`src/rtl/cla144_pipe_adder_pkg.sv`:
```
// Shared constants and types for the 144-bit pipelined carry-lookahead adder.
//   CLA_WIDTH : operand width (CLA_GRP_W * CLA_GRP_N)
//   CLA_GRP_W : bits per lookahead group
//   CLA_GRP_N : number of lookahead groups
//   grp_gp_t  : group generate/propagate pair
package fftc_cla_pkg;

  localparam int CLA_WIDTH = 144;
  localparam int CLA_GRP_W = 24;
  localparam int CLA_GRP_N = 6;

  typedef struct packed {
    logic g;
    logic p;
  } grp_gp_t;

endpackage

```
`src/rtl/cla144_pipe_adder_if.sv`:
```
// Operand/result stream bundle for cla144_pipe_adder.
//   in_valid/in_ready   : operand beat handshake
//   in_sub, in_a, in_b  : mode and operands; c_in carry-in (add mode only)
//   out_valid/out_ready : result handshake
//   sum, c_out          : result and carry out of the top bit
//   g_out, p_out        : whole-word generate/propagate for cascading
// master drives operands and out_ready; slave is the adder.
interface cla144_pipe_adder_if #(
  parameter int WIDTH = fftc_cla_pkg::CLA_WIDTH
);

  logic             in_valid;
  logic             in_ready;
  logic             in_sub;
  logic [WIDTH-1:0] in_a;
  logic [WIDTH-1:0] in_b;
  logic             c_in;
  logic             out_valid;
  logic             out_ready;
  logic [WIDTH-1:0] sum;
  logic             c_out;
  logic             g_out;
  logic             p_out;

  modport master (
    output in_valid, in_sub, in_a, in_b, c_in, out_ready,
    input  in_ready, out_valid, sum, c_out, g_out, p_out
  );

  modport slave (
    input  in_valid, in_sub, in_a, in_b, c_in, out_ready,
    output in_ready, out_valid, sum, c_out, g_out, p_out
  );

endinterface

```
`src/rtl/cla144_pipe_adder_cla24_grp.sv`:
```
// One carry-lookahead group.
//   p, g     : per-bit propagate (a^b) and generate (a&b)
//   c_grp_in : carry into the group's lowest bit
//   gp       : group generate/propagate (independent of c_grp_in)
//   sum      : group sum bits given c_grp_in
// The first pipeline stage consumes gp only; the second consumes sum only.
module cla24_grp
  import fftc_cla_pkg::*;
#(
  parameter int GRP_W = CLA_GRP_W
) (
  input  logic [GRP_W-1:0] p,
  input  logic [GRP_W-1:0] g,
  input  logic             c_grp_in,
  output grp_gp_t          gp,
  output logic [GRP_W-1:0] sum
);

  always_comb begin : gp_tree
    logic g_acc;
    logic p_acc;
    gp    = '0;
    g_acc = g[0];
    p_acc = p[0];
    for (int i = 1; i < GRP_W; i++) begin
      g_acc = g[i] | (p[i] & g_acc);
      p_acc = p_acc & p[i];
    end
    gp.g = g_acc;
    gp.p = p_acc;
  end

  always_comb begin : sum_chain
    logic cy;
    sum = '0;
    cy  = c_grp_in;
    for (int i = 0; i < GRP_W; i++) begin
      sum[i] = p[i] ^ cy;
      cy     = g[i] | (p[i] & cy);
    end
  end

endmodule

```
`src/rtl/cla144_pipe_adder.sv`:
```
// Two-stage pipelined 144-bit carry-lookahead adder/subtractor.
//   clk   : rising-edge clock
//   rst_n : asynchronous active-low reset (flushes both stages)
//   bus   : slave side of cla144_pipe_adder_if (operand and result streams)
// Stage 1 registers operands plus per-group G/P; stage 2 resolves the six
// group carries as flat sum-of-products and registers the result.
// Ready propagates combinationally back from out_ready (no skid buffer).
module cla144_pipe_adder
  import fftc_cla_pkg::*;
#(
  parameter int WIDTH = CLA_WIDTH,
  parameter int GRP_W = CLA_GRP_W,
  parameter int GRP_N = CLA_GRP_N
) (
  input  logic               clk,
  input  logic               rst_n,
  cla144_pipe_adder_if.slave bus
);

  logic adv1, adv2, take;
  logic vld_p1, vld_p2;

  assign adv2         = ~vld_p2 | bus.out_ready;
  assign adv1         = ~vld_p1 | adv2;
  assign bus.in_ready = adv1;
  assign take         = bus.in_valid & adv1;

  // ---- stage 0 -> 1: operand conditioning and group G/P ----
  logic [WIDTH-1:0] b_eff_p0, p_p0, g_p0;
  logic [WIDTH-1:0] unused_sum_p0;
  logic             cin_eff_p0;
  grp_gp_t          gp_p0 [GRP_N];

  assign b_eff_p0   = bus.in_sub ? ~bus.in_b : bus.in_b;
  assign cin_eff_p0 = bus.in_sub | bus.c_in;
  assign p_p0       = bus.in_a ^ b_eff_p0;
  assign g_p0       = bus.in_a & b_eff_p0;

  for (genvar k = 0; k < GRP_N; k++) begin : g_s1
    cla24_grp #(.GRP_W(GRP_W)) u_grp (
      .p        (p_p0[k*GRP_W +: GRP_W]),
      .g        (g_p0[k*GRP_W +: GRP_W]),
      .c_grp_in (1'b0),
      .gp       (gp_p0[k]),
      .sum      (unused_sum_p0[k*GRP_W +: GRP_W])
    );
  end

  logic [WIDTH-1:0] a_p1, b_p1;
  logic             cin_p1;
  logic [GRP_N-1:0] gg_p1, pg_p1;

  always_ff @(posedge clk) begin
    if (take) begin
      a_p1   <= bus.in_a;
      b_p1   <= b_eff_p0;
      cin_p1 <= cin_eff_p0;
      for (int k = 0; k < GRP_N; k++) begin
        gg_p1[k] <= gp_p0[k].g;
        pg_p1[k] <= gp_p0[k].p;
      end
    end
  end

  always_ff @(posedge clk or negedge rst_n) begin
    if (!rst_n) begin
      vld_p1 <= 1'b0;
      vld_p2 <= 1'b0;
    end else begin
      if (adv1) vld_p1 <= bus.in_valid;
      if (adv2) vld_p2 <= vld_p1;
    end
  end

  // ---- stage 1 -> 2: group carries and sum ----
  logic [WIDTH-1:0] p_p1, g_p1, sum_p1;
  logic [GRP_N:0]   c_grp;
  logic             g_all;
  grp_gp_t          unused_gp_p1 [GRP_N];

  assign p_p1 = a_p1 ^ b_p1;
  assign g_p1 = a_p1 & b_p1;

  // Each group carry is expanded to G_k | P_k G_k-1 | ... | P_k..P_0 cin,
  // so no carry depends on another carry.
  always_comb begin : grp_carry
    logic carry_acc;
    logic prop_acc;
    c_grp     = '0;
    g_all     = 1'b0;
    carry_acc = 1'b0;
    prop_acc  = 1'b0;
    c_grp[0]  = cin_p1;
    for (int k = 0; k < GRP_N; k++) begin
      carry_acc = gg_p1[k];
      prop_acc  = pg_p1[k];
      for (int j = k - 1; j >= 0; j--) begin
        carry_acc = carry_acc | (prop_acc & gg_p1[j]);
        prop_acc  = prop_acc & pg_p1[j];
      end
      if (k == GRP_N - 1) g_all = carry_acc;
      c_grp[k+1] = carry_acc | (prop_acc & cin_p1);
    end
  end

  for (genvar k = 0; k < GRP_N; k++) begin : g_s2
    cla24_grp #(.GRP_W(GRP_W)) u_grp (
      .p        (p_p1[k*GRP_W +: GRP_W]),
      .g        (g_p1[k*GRP_W +: GRP_W]),
      .c_grp_in (c_grp[k]),
      .gp       (unused_gp_p1[k]),
      .sum      (sum_p1[k*GRP_W +: GRP_W])
    );
  end

  logic [WIDTH-1:0] sum_p2;
  logic             c_out_p2, g_out_p2, p_out_p2;

  // Loading only on a valid stage-1 beat keeps never-written stage-1 data
  // from reaching the output registers.
  always_ff @(posedge clk or negedge rst_n) begin
    if (!rst_n) begin
      sum_p2   <= '0;
      c_out_p2 <= 1'b0;
      g_out_p2 <= 1'b0;
      p_out_p2 <= 1'b0;
    end else if (adv2 && vld_p1) begin
      sum_p2   <= sum_p1;
      c_out_p2 <= c_grp[GRP_N];
      g_out_p2 <= g_all;
      p_out_p2 <= &pg_p1;
    end
  end

  assign bus.out_valid = vld_p2;
  assign bus.sum       = sum_p2;
  assign bus.c_out     = c_out_p2;
  assign bus.g_out     = g_out_p2;
  assign bus.p_out     = p_out_p2;

endmodule

```
`src/flat_wrapper.sv`:
```
// flat-port wrapper written by rule: the top's interface ports become plain ports
module cla144_pipe_adder_flat import fftc_cla_pkg::*;
#(
  parameter int WIDTH = CLA_WIDTH,
  parameter int GRP_W = CLA_GRP_W,
  parameter int GRP_N = CLA_GRP_N
)
  (clk, rst_n, bus_in_valid, bus_in_sub, bus_in_a, bus_in_b, bus_c_in, bus_out_ready, bus_in_ready, bus_out_valid, bus_sum, bus_c_out, bus_g_out, bus_p_out);
  cla144_pipe_adder_if #(.WIDTH(WIDTH)) bus_i ();
  input  logic clk;
  input  logic rst_n;
  input wire logic [$bits(bus_i.in_valid)-1:0] bus_in_valid;
  input wire logic [$bits(bus_i.in_sub)-1:0] bus_in_sub;
  input wire logic [$bits(bus_i.in_a)-1:0] bus_in_a;
  input wire logic [$bits(bus_i.in_b)-1:0] bus_in_b;
  input wire logic [$bits(bus_i.c_in)-1:0] bus_c_in;
  input wire logic [$bits(bus_i.out_ready)-1:0] bus_out_ready;
  output wire logic [$bits(bus_i.in_ready)-1:0] bus_in_ready;
  output wire logic [$bits(bus_i.out_valid)-1:0] bus_out_valid;
  output wire logic [$bits(bus_i.sum)-1:0] bus_sum;
  output wire logic [$bits(bus_i.c_out)-1:0] bus_c_out;
  output wire logic [$bits(bus_i.g_out)-1:0] bus_g_out;
  output wire logic [$bits(bus_i.p_out)-1:0] bus_p_out;
  assign bus_i.in_valid = bus_in_valid;
  assign bus_i.in_sub = bus_in_sub;
  assign bus_i.in_a = bus_in_a;
  assign bus_i.in_b = bus_in_b;
  assign bus_i.c_in = bus_c_in;
  assign bus_i.out_ready = bus_out_ready;
  assign bus_in_ready = bus_i.in_ready;
  assign bus_out_valid = bus_i.out_valid;
  assign bus_sum = bus_i.sum;
  assign bus_c_out = bus_i.c_out;
  assign bus_g_out = bus_i.g_out;
  assign bus_p_out = bus_i.p_out;
  cla144_pipe_adder #(.WIDTH(WIDTH), .GRP_W(GRP_W), .GRP_N(GRP_N)) u_core (.clk(clk), .rst_n(rst_n), .bus(bus_i));
endmodule
```
`config.mk`:
```
export PLATFORM = sky130hd
export DESIGN_NAME = cla144_pipe_adder_flat
export DESIGN_NICKNAME = d
export VERILOG_FILES = /design/src/rtl/cla144_pipe_adder_pkg.sv /design/src/rtl/cla144_pipe_adder_if.sv /design/src/rtl/cla144_pipe_adder_cla24_grp.sv /design/src/rtl/cla144_pipe_adder.sv /design/src/flat_wrapper.sv
export SDC_FILE = /design/constraint.sdc
export NUM_CORES = 1
export LEC_CHECK = 0
export ABC_AREA = 0
export CELL_PAD_IN_SITES_DETAIL_PLACEMENT = 0
export CELL_PAD_IN_SITES_GLOBAL_PLACEMENT = 1
export CORE_UTILIZATION = 45
export CTS_CLUSTER_DIAMETER = 200
export DETAILED_ROUTE_END_ITERATION = 8
export PLACE_DENSITY_LB_ADDON = 0.15
export SLEW_MARGIN = 5
export SYNTH_ARGS = -nofsm -noshare
export SYNTH_HDL_FRONTEND = slang
export SYNTH_SLANG_ARGS = --single-unit
```
`constraint.sdc`:
```
create_clock -name clk -period 26.8 [get_ports clk]
set_input_delay 2.68 -clock clk [delete_from_list [all_inputs] [get_ports clk]]
set_output_delay 2.68 -clock clk [all_outputs]
set_load 0.01 [all_outputs]
```
* After elaboration in Yosys (flattened, before gate mapping)
Index checks and enable logic that the tools add are counted. W data, S select, Z words.
Cells by class: add/sub/neg operators 0, equal/unequal tests 0, muxes and demuxes 1, bitwise logic cells 902, reductions and logical operators 2, order comparisons 0, divide/modulo/power cells 0, multiply operators 0, shifts and indexed selects 0
Operators with widths (number):
- $and A1 B1 Y1 | 451
- $or A1 B1 Y1 | 300
- $xor A144 B144 Y144 | 2
- $and A144 B144 Y144 | 1
- $mux W144 | 1
- $not A144 Y144 | 1
- $xor A1 B1 Y1 | 144
- $and A143 B143 Y143 | 1
- $reduce_and A6 Y1 | 1
- $not A1 Y1 | 2
- $logic_and A1 B1 Y1 | 1
Storage, ports and cells: bits of input ports 294, memories 0, latch bits 0, bits in registers 450, bits in read-only memories 0, output and inout port bits 149, bits in writable memories 0

* Depth between registers and ports, before layout
Gate-level depths: netlist of run 1.
depth in word-level cells 53, depth in mapped cells 29, mapped depth without buffers 29

* Modules after synthesis
From an unflattened synthesis of run 1, not the netlist that was laid out.
Second synthesis, totals: cells, all modules 2097, area total of the unflattened synthesis 28506.1 um^2
Modules (own cells, without submodules):
- cla144_pipe_adder | cells each 1089, instances 1, area an instance 20353.3 um^2, sequential area each 12767.2 um^2
- cla24_grp | cells each 84, instances 12, area an instance 679.4 um^2, sequential area each 0.0 um^2

* Worst setup path after synthesis of run 1
OpenSTA, ideal clock, no wires.
kind reg-to-reg, start register u_core.pg_p1[1], end register u_core.sum_p2[143] (netlist: u_core.bus.sum[143]), library setup time 135 ps, arrival 11862 ps, path buffers 0, required time 26665 ps, period minus slack after synthesis 11997 ps, path slack 14803 ps, cell stages (with the launch flop) 30, path through edfxtp_1 a21o_1 a21o_1 a221o_1 a21o_1 fa_1 fa_1 fa_1 fa_1 fa_1 fa_1 fa_1 fa_1 fa_1 fa_1 fa_1 fa_1 fa_1 fa_1 fa_1 fa_1 fa_1 fa_1 fa_1 fa_1 fa_1 fa_1 fa_1 xnor2_1 o21ai_0
Between the ends: word-level cells in the longest chain between the ends 51, elaborated cells on any way between the ends 53, classes of those cells 53 x bitwise
Ends and longest elaborated chain:
- from (decl) | RTL line cla144_pipe_adder.sv:51 | logic [GRP_N-1:0] gg_p1, pg_p1;
- from (signal, indexed assignment) | RTL line cla144_pipe_adder.sv:60 | pg_p1[k] <= gp_p0[k].p;
- $and A1 B1 Y1 * | RTL line cla144_pipe_adder.sv:99 | prop_acc = prop_acc & pg_p1[j];
- $and A1 B1 Y1 (on tied branches) | RTL line cla144_pipe_adder.sv:98, cla144_pipe_adder.sv:99
- $or A1 B1 Y1 / $and A1 B1 Y1 (equally long branches) | RTL line cla144_pipe_adder.sv:98, cla144_pipe_adder.sv:102
- $or A1 B1 Y1 * | RTL line cla144_pipe_adder.sv:102 | c_grp[k+1] = carry_acc | (prop_acc & cin_p1);
- $and A1 B1 Y1 * | RTL line cla144_pipe_adder_cla24_grp.sv:39 | cy = g[i] | (p[i] & cy);
- $or A1 B1 Y1 * | RTL line cla144_pipe_adder_cla24_grp.sv:39
- $and A1 B1 Y1 * | RTL line cla144_pipe_adder_cla24_grp.sv:39
- $or A1 B1 Y1 * | RTL line cla144_pipe_adder_cla24_grp.sv:39
- [... 35 more ...]
- $or A1 B1 Y1 * | RTL line cla144_pipe_adder_cla24_grp.sv:39
- $and A1 B1 Y1 * | RTL line cla144_pipe_adder_cla24_grp.sv:39
- $or A1 B1 Y1 * | RTL line cla144_pipe_adder_cla24_grp.sv:39
- $and A1 B1 Y1 * | RTL line cla144_pipe_adder_cla24_grp.sv:39
- $or A1 B1 Y1 * | RTL line cla144_pipe_adder_cla24_grp.sv:39
- $and A1 B1 Y1 * | RTL line cla144_pipe_adder_cla24_grp.sv:39
- $or A1 B1 Y1 * | RTL line cla144_pipe_adder_cla24_grp.sv:39
- $xor A1 B1 Y1 * | RTL line cla144_pipe_adder_cla24_grp.sv:38 | sum[i] = p[i] ^ cy;
- to (signal assigned) | RTL line cla144_pipe_adder.sv:128 | sum_p2 <= sum_p1;
- to (decl) | RTL line cla144_pipe_adder.sv:116 | logic [WIDTH-1:0] sum_p2;
Mark *: on every way between the ends. The rest lies on a longest branch, timed or not. A chain may end at the register's enable or synchronous reset.

* Worst setup path in the final report of run 1
Ends and elaborated chain as after synthesis.

==> summary.md, run 1 <==
| Metric | Value |
|---|---|
| Status | finished clean |
| Root Buffer | clkbuf_16 |
| Final period utilization | 0.4648 |
| Io pins | 443 |
| Worst hold path class | register to register |
| Total CTS buffers | 49 |
| Die H | 223.5 µm |
| Post-Syn Area | 22090 µm² |
| Port Buf Inserts | 442 |
| Total power | 2.050 mW |
| Pins over their slew limit | 0 |
| Num Clock Sinks | 450 |
| Antenna violations before repair | 13 |
| Synth-to-layout area growth | 30.09% |
| Remaining Overflow, GRT | 0 |
| Endpoints failing setup | 0 |
| Max clock buf depth | 3 |
| Finished Core Util | 0.5980 |
| Core Area | 48050 µm² |
| Antenna Nets Post-Route | 0 |
| #FFs+latches synth | 450 |
| CTS tree | built |
| Initial DRT Pass Iterations | 7 |
| Cts hold-fix bufs | 0 |
| Static Leak | 11.76 nW |
| CTS resizes | 0 |
| DR vias | 13880 |
| Minimum clock period | 12460 ps |
| FF+latch area | 12770 µm² |
| CP Launch Type | register |
| Largest net degree at the start of global routing | 92 |
| EDFF count, synth | 301 |
| Max VDD drop | 0.04818 mV |
| Vias in the first global route | 14810 |
| Global-route usage over all layers | 0.2261 |
| Layout fillers | 3921 |
| Net Sw Frac | 0.2800 |
| Power per Cell Area | 71.36 nW/µm² |
| Worst-path maximum fanout | 3 |
| Worst clock skew | 30.92 ps |
| NetSw | 574.1 µW |
| Internal Power | 1.476 mW |
| Fin area | 28730 µm² |
| Fin Setup TNS | 0 ps |
| Clock-pin slew on the worst setup and hold paths | 60 ps |
| FP Rows | 80 |
| Max_cap viols | 0 |
| Mapped Nets | 2208 |
| Worst Max-Slew Pin Slew | 1051 ps |
| Die W | 223.5 µm |
| CP max-delay cell | fa_1 |
| Final Hold Fails | 0 |
| Crit path capture type | register |
| Most numerous cell in the Yosys netlist | nand2_1 |
| Logic pwr share | 0.240 |
| Mean Syn Cell Area | 13.53 µm² |
| Top cell by count, worst path | fa_1 |
| Final #Nets | 2662 |
| Netlist cell types | 49 |
| Seq/Total Area, Yosys | 0.5781 |
| Initial DRC count | 801 |
| Area contributors post-synth | edfxtp_1, dfrtp_1, fa_1 |
| Worst-skew pair later-pin latency | 590 ps |
| GP Congestion | 0.8401 |
| Relative slew slack | 0.2993 |
| Global-route wire length before repair | 84640 µm |
| Initial core utilization | 0.4597 |
| Htree depth | 2 |
| RSZ-0062 raised after global routing | no |
| Multi-input gate area | 9075 µm² |
| DP Area | 27150 µm² |
| Total Wirelength | 55280 µm |
| Share of cells above drive strength 1 | 0.04137 |
| Die area | 49970 µm² |
| Wire per inst | 20.10 µm |
| WS Path Type | register to register |
| WP data required | 27220 ps |
| Sequential share of power | 0.441 |
| CP arrival | 12880 ps |
| Top cell type's share of synthesized area | 0.4092 |
| Fin cells | 2751 |
| Max Clk Rate | 80.27 MHz |
| Yosys Warn Count | 0 |
| Largest area contributor in the netlist | edfxtp_1 |
| Ys flop type | edfxtp_1 |
| # DRC | 0 |
| Clock share of power | 0.318 |
| Async S/R FF share, synth | 0.3311 |
| Post-CTS setup buffer count | 0 |
| DP Cell Count | 2650 |
| Cells after Synth | 1632 |
| Commonest cells in the netlist | nand2_1, edfxtp_1, xor2_1 |
| Detailed placer's ending HPWL | 41410 µm |
| Vias per cell | 5.047 |
| Max incr delay on CP | 480 ps |
## critical path, delay by kind of cell, from the launching register on
kind / cells / cell delay, ps
flip-flops: 1 / 420
XOR/XNOR: 1 / 150
adder cells (fa/ha/maj): 23 / 10630
AO/OA/AOI/OAI: 5 / 1080
## path summary, 6_finish.rpt
path | cells after the start | end | slack [ps] | start
setup / recovery | 29 | u_core.bus.sum[143]$_DFFE_PN0P_ | 14340 | u_core.pg_p1[1]$_DFFE_PP_
max in group asynchronous | 2 | u_core.bus.sum[95]$_DFFE_PN0P_ | 23060 | rst_n
setup reg to reg | 29 | u_core.bus.sum[143]$_DFFE_PN0P_ | 14340 | u_core.pg_p1[1]$_DFFE_PP_
hold / removal | 2 | u_core.bus.sum[55]$_DFFE_PN0P_ | 470 | u_core.bus.sum[55]$_DFFE_PN0P_
hold reg to reg | 2 | u_core.bus.sum[55]$_DFFE_PN0P_ | 470 | u_core.bus.sum[55]$_DFFE_PN0P_
min in group asynchronous | 1 | u_core.bus.sum[60]$_DFFE_PN0P_ | 2200 | rst_n
## power groups by stage
stage	clock network [mW]	logic [mW]	registers, mW
final	0.653	0.492	0.905
after global routing	0.695	0.549	0.917
after CTS	0.669	0.501	0.907
after detailed placement	0	0.498	0.919
after global placement	0	0.492	0.916
after floorplan	0	0.205	0.948
## area by class of cell
| type | count | area share |
|---|---|---|
| multi-input cells | 1122 | 0.3159 |
| repair buffers | 451 | 0.1565 |
| diodes | 9 | 0.0007839 |
| inverters | 12 | 0.001568 |
| clock buffers | 78 | 0.05147 |
| clock inverters | 14 | 0.002656 |
| flip-flops and latches | 450 | 0.4444 |
| well taps | 615 | 0.02678 |
## registers in the layout, indices dropped and copies added, names as in the netlist, 6 cells and up
name,flops
u_core.pg_p1,6
u_core.bus.sum,144
u_core.a_p1,144
u_core.b_p1,144
u_core.gg_p1,6
## layout by cell type (no fill, tap or decap), types with 8 or more instances in the layout
cell / Yosys / layout
xor2_1: 150 / 150
nand2b_1: 10 / 10
nor4_1: 9 / 9
diode_2: 0 / 9
a21oi_1: 31 / 31
nor3_1: 9 / 9
nor2_1: 18 / 18
inv_1: 12 / 12
fa_1: 138 / 138
a21o_1: 11 / 11
dfrtp_1: 149 / 149
nand3_1: 16 / 16
buf_4: 0 / 9
o21ai_0: 36 / 36
clkbuf_1: 22 / 18
ha_1: 144 / 144
edfxtp_1: 301 / 301
a211oi_1: 12 / 12
nand4_1: 26 / 26
clkdlybuf4s50_1: 0 / 440
clkinv_2: 0 / 8
clkbuf_8: 0 / 9
nand2_1: 444 / 443
clkbuf_16: 0 / 52
## layer usage
metal,vias to the layer above,wire [µm],global-route usage
met4,6,1265,0.07490
met1,6842,22750,0.2806
li1,6594,-,-
met5,-,42,0
met3,73,3492,0.05627
met2,368,27730,0.3870
## per-stage QoR
step | hold slack, ps | setup WS (ps)
after detailed placement | 461.4 | 14220
final | 470.9 | 14340
after floorplan | 471.1 | 14800
after CTS | 475.7 | 14200
after global routing | 492.3 | 13810
after global placement | 456.0 | 14270
## logic make-up (layout without fill, tap and decap cells)
kind of cell               count (synthesis)  after routing  share of synthesized area
buffers and inverters                     60            555                    0.01161
DFF                                      450            450                     0.5781
adders and majority gates                282            282                     0.2067
AOI/OAI and AO/OA                        130            130                    0.03784
xor gates and xnor gates                 156            156                    0.06186
other                                      0              9                          0
and+or+nand+nor                          553            553                     0.1034
muxes                                      1              1                  0.0005098
Note: power is estimated with default switching activity, not from simulation.
==> run 2: changes to the inputs <==
--- a/config.mk
+++ b/config.mk
@@ -8,7 +8,7 @@
 export ABC_AREA = 0
 export CELL_PAD_IN_SITES_DETAIL_PLACEMENT = 0
 export CELL_PAD_IN_SITES_GLOBAL_PLACEMENT = 1
-export CORE_UTILIZATION = 45
+export CORE_UTILIZATION = 38
 export CTS_CLUSTER_DIAMETER = 200
 export DETAILED_ROUTE_END_ITERATION = 8
 export PLACE_DENSITY_LB_ADDON = 0.15
==> constraint.sdc (replaced) <==
create_clock -name clk -period 11.1 [get_ports clk]
set_input_delay 1.11 -clock clk [delete_from_list [all_inputs] [get_ports clk]]
set_output_delay 1.11 -clock clk [all_outputs]
set_load 0.01 [all_outputs]
==> summary.md, run 2 (same netlist as run 1, synthesis figures left out) <==
| Metric | Value |
|---|---|
| Max clock buf depth | 3 |
| Fin worst setup slack | 342.6 ps |
| CP Launch Type | register |
| Top cell by count, worst path | fa_2 |
| Max incr delay on CP | 430 ps |
| Initial DRC count | 637 |
| Multi-input gate area | 9404 µm² |
| Worst-skew pair later-pin latency | 580 ps |
| FP Rows | 88 |
| Grt met3 use | 0.05661 |
| Final period utilization | 0.9691 |
| GP Congestion | 0.8210 |
| Global route hottest layer | met2 |
| Pins over their slew limit | 0 |
| Commonest cells after routing, fill and taps aside | nand2_1, clkdlybuf4s50_1, edfxtp_1 |
| Die area | 59090 µm² |
| Die W | 243.1 µm |
| Max VDD drop | 0.1214 mV |
| Total Wirelength | 57730 µm |
| Port Buf Inserts | 442 |
| Clock-pin slew on the worst setup and hold paths | 60 ps |
| Met2 global-route usage | 0.3280 |
| WP data required | 11510 ps |
| Root Buffer | clkbuf_16 |
| GR Util met1 | 0.2430 |
| WS Path Type | register to register |
| CP arrival | 11170 ps |
| Synth-to-layout area growth | 32.86% |
| Detailed placer's ending HPWL | 43350 µm |
| DR vias | 14050 |
| Antenna Nets Post-Route | 0 |
| Dpl ws | -574.6 ps |
| Endpoints failing setup | 0 |
| Fin Setup TNS | 0 ps |
| Minimum clock period | 10760 ps |
| Die H | 243.1 µm |
| Reg2reg path depth | 28 |
| R2R setup slack | 340 ps |
| Remaining Overflow, GRT | 0 |
| Cts hold-fix bufs | 0 |
| Initial DRT Pass Iterations | 5 |
| FF+latch area | 12770 µm² |
| Initial core utilization | 0.3835 |
| Global-route usage over all layers | 0.1970 |
| Largest net degree at the start of global routing | 97 |
| Worst Max-Slew Pin Slew | 1218 ps |
| Final Hold Fails | 0 |
| Final #Nets | 2671 |
| # DRC | 0 |
| RSZ-0062 raised after global routing | no |
| CTS tree | built |
| Htree depth | 2 |
| Worst clock skew | 15.77 ps |
| Fin cells | 2912 |
| DP Cell Count | 2805 |
| Share of cells above drive strength 1 | 0.1058 |
| Relative slew slack | 0.1882 |
| Io pins | 443 |
| Wire per inst | 19.82 µm |
| Finished Core Util | 0.5096 |
| Status | finished clean |
| Num Clock Sinks | 450 |
| WHS Path Cells | 2 |
| Worst hold path class | register to register |
| Worst-path maximum fanout | 3 |
| Vias per cell | 4.823 |
| Layout fillers | 5002 |
| Max_cap viols | 0 |
| CP max-delay cell | fa_1 |
| Crit path capture type | register |
| Static Leak | 11.71 nW |
| Max Clk Rate | 92.96 MHz |
| Global-route wire length before repair | 87890 µm |
| Total CTS buffers | 51 |
| Power per Cell Area | 171.2 nW/µm² |
| Core Area | 57590 µm² |
| Antenna violations before repair | 19 |
| Commonest non-fill, non-tap cell in the layout | nand2_1 |
| Vias in the first global route | 15140 |
## run 2: changes by cell type in the layout (fill, tap and decap cells not counted), sizes merged
cell      delta
buf          +7
clkbuf       -6
bufinv       +1
diode        +1
clkinvlp     +2
clkinv       +8
inv          -2
## run 2: per-stage QoR
stage	total power [mW]	instance area, µm²	hold slack (ps)
floorplan	2.797	22250	471.1
global placement	3.441	27540	456.5
detailed placement	3.453	27540	461.4
CTS	5.103	29270	475.3
global route	5.307	29340	493.0
finish	5.024	29340	470.9
## run 2: what timing repair did
action | 4_1_cts | 5_1_grt
pin swaps | 12 | 25
endpoints found under the hold margin | 0 | 0
endpoints found under the setup margin | 15 | 9
resized for setup | 51 | 12
setup buffers | 1 | 1
## run 2: report_power, final
group / switching [mW] / total (mW) / internal [mW]
registers: 0.135 / 2.19 / 2.06
clock network: 0.676 / 1.61 / 0.934
logic: 0.606 / 1.22 / 0.615
## run 2: cell type report
| cell class | count | share of cell area |
|---|---|---|
| Sequential cell | 450 | 0.4351 |
| Multi-Input combinational cell | 1122 | 0.3205 |
| Timing Repair Buffer | 458 | 0.1550 |
| Clock buffer | 72 | 0.04968 |
| Tap cell | 765 | 0.03262 |
| Clock inverter | 23 | 0.004690 |
| Inverter | 12 | 0.001535 |
| Antenna cell | 10 | 0.0008528 |
## run 2: worst max-delay path: cells and delay by family (launching register included)
| family | cells | cell delay, ps |
|---|---|---|
| compound gates | 4 | 760 |
| xor+xnor | 1 | 170 |
| flops | 1 | 420 |
| fa+ha+maj | 23 | 9230 |
## run 2: path summary, 6_finish.rpt
check | from | endpoint
worst max-delay path | u_core.cin_p1$_DFFE_PP_ | u_core.bus.sum[95]$_DFFE_PN0P_
worst min-delay path | u_core.bus.sum[26]$_DFFE_PN0P_ | u_core.bus.sum[26]$_DFFE_PN0P_
worst max register to register | u_core.cin_p1$_DFFE_PP_ | u_core.bus.sum[95]$_DFFE_PN0P_
worst min register to register | u_core.bus.sum[26]$_DFFE_PN0P_ | u_core.bus.sum[26]$_DFFE_PN0P_
max in group asynchronous | rst_n | u_core.bus.sum[113]$_DFFE_PN0P_
min in group asynchronous | rst_n | u_core.bus.sum[61]$_DFFE_PN0P_
## run 2: layer usage
metal | wire (µm) | part of all wire | vias up
li1 | - | - | 6622
met1 | 23880 | 0.41 | 6919
met2 | 27900 | 0.48 | 370
met3 | 4191 | 0.073 | 116
met4 | 1651 | 0.029 | 18
met5 | 106 | 0.0018 | -
==> run 3: changes to the inputs <==
--- a/config.mk
+++ b/config.mk
@@ -6,13 +6,13 @@
 export NUM_CORES = 1
 export LEC_CHECK = 0
 export ABC_AREA = 0
+export CAP_MARGIN = 10
 export CELL_PAD_IN_SITES_DETAIL_PLACEMENT = 0
 export CELL_PAD_IN_SITES_GLOBAL_PLACEMENT = 1
 export CORE_UTILIZATION = 38
 export CTS_CLUSTER_DIAMETER = 200
 export DETAILED_ROUTE_END_ITERATION = 8
 export PLACE_DENSITY_LB_ADDON = 0.15
-export SLEW_MARGIN = 5
 export SYNTH_ARGS = -nofsm -noshare
 export SYNTH_HDL_FRONTEND = slang
 export SYNTH_SLANG_ARGS = --single-unit
==> results of run 3 <==
The final DEF is identical to that of run 2; final timing and power are the same.
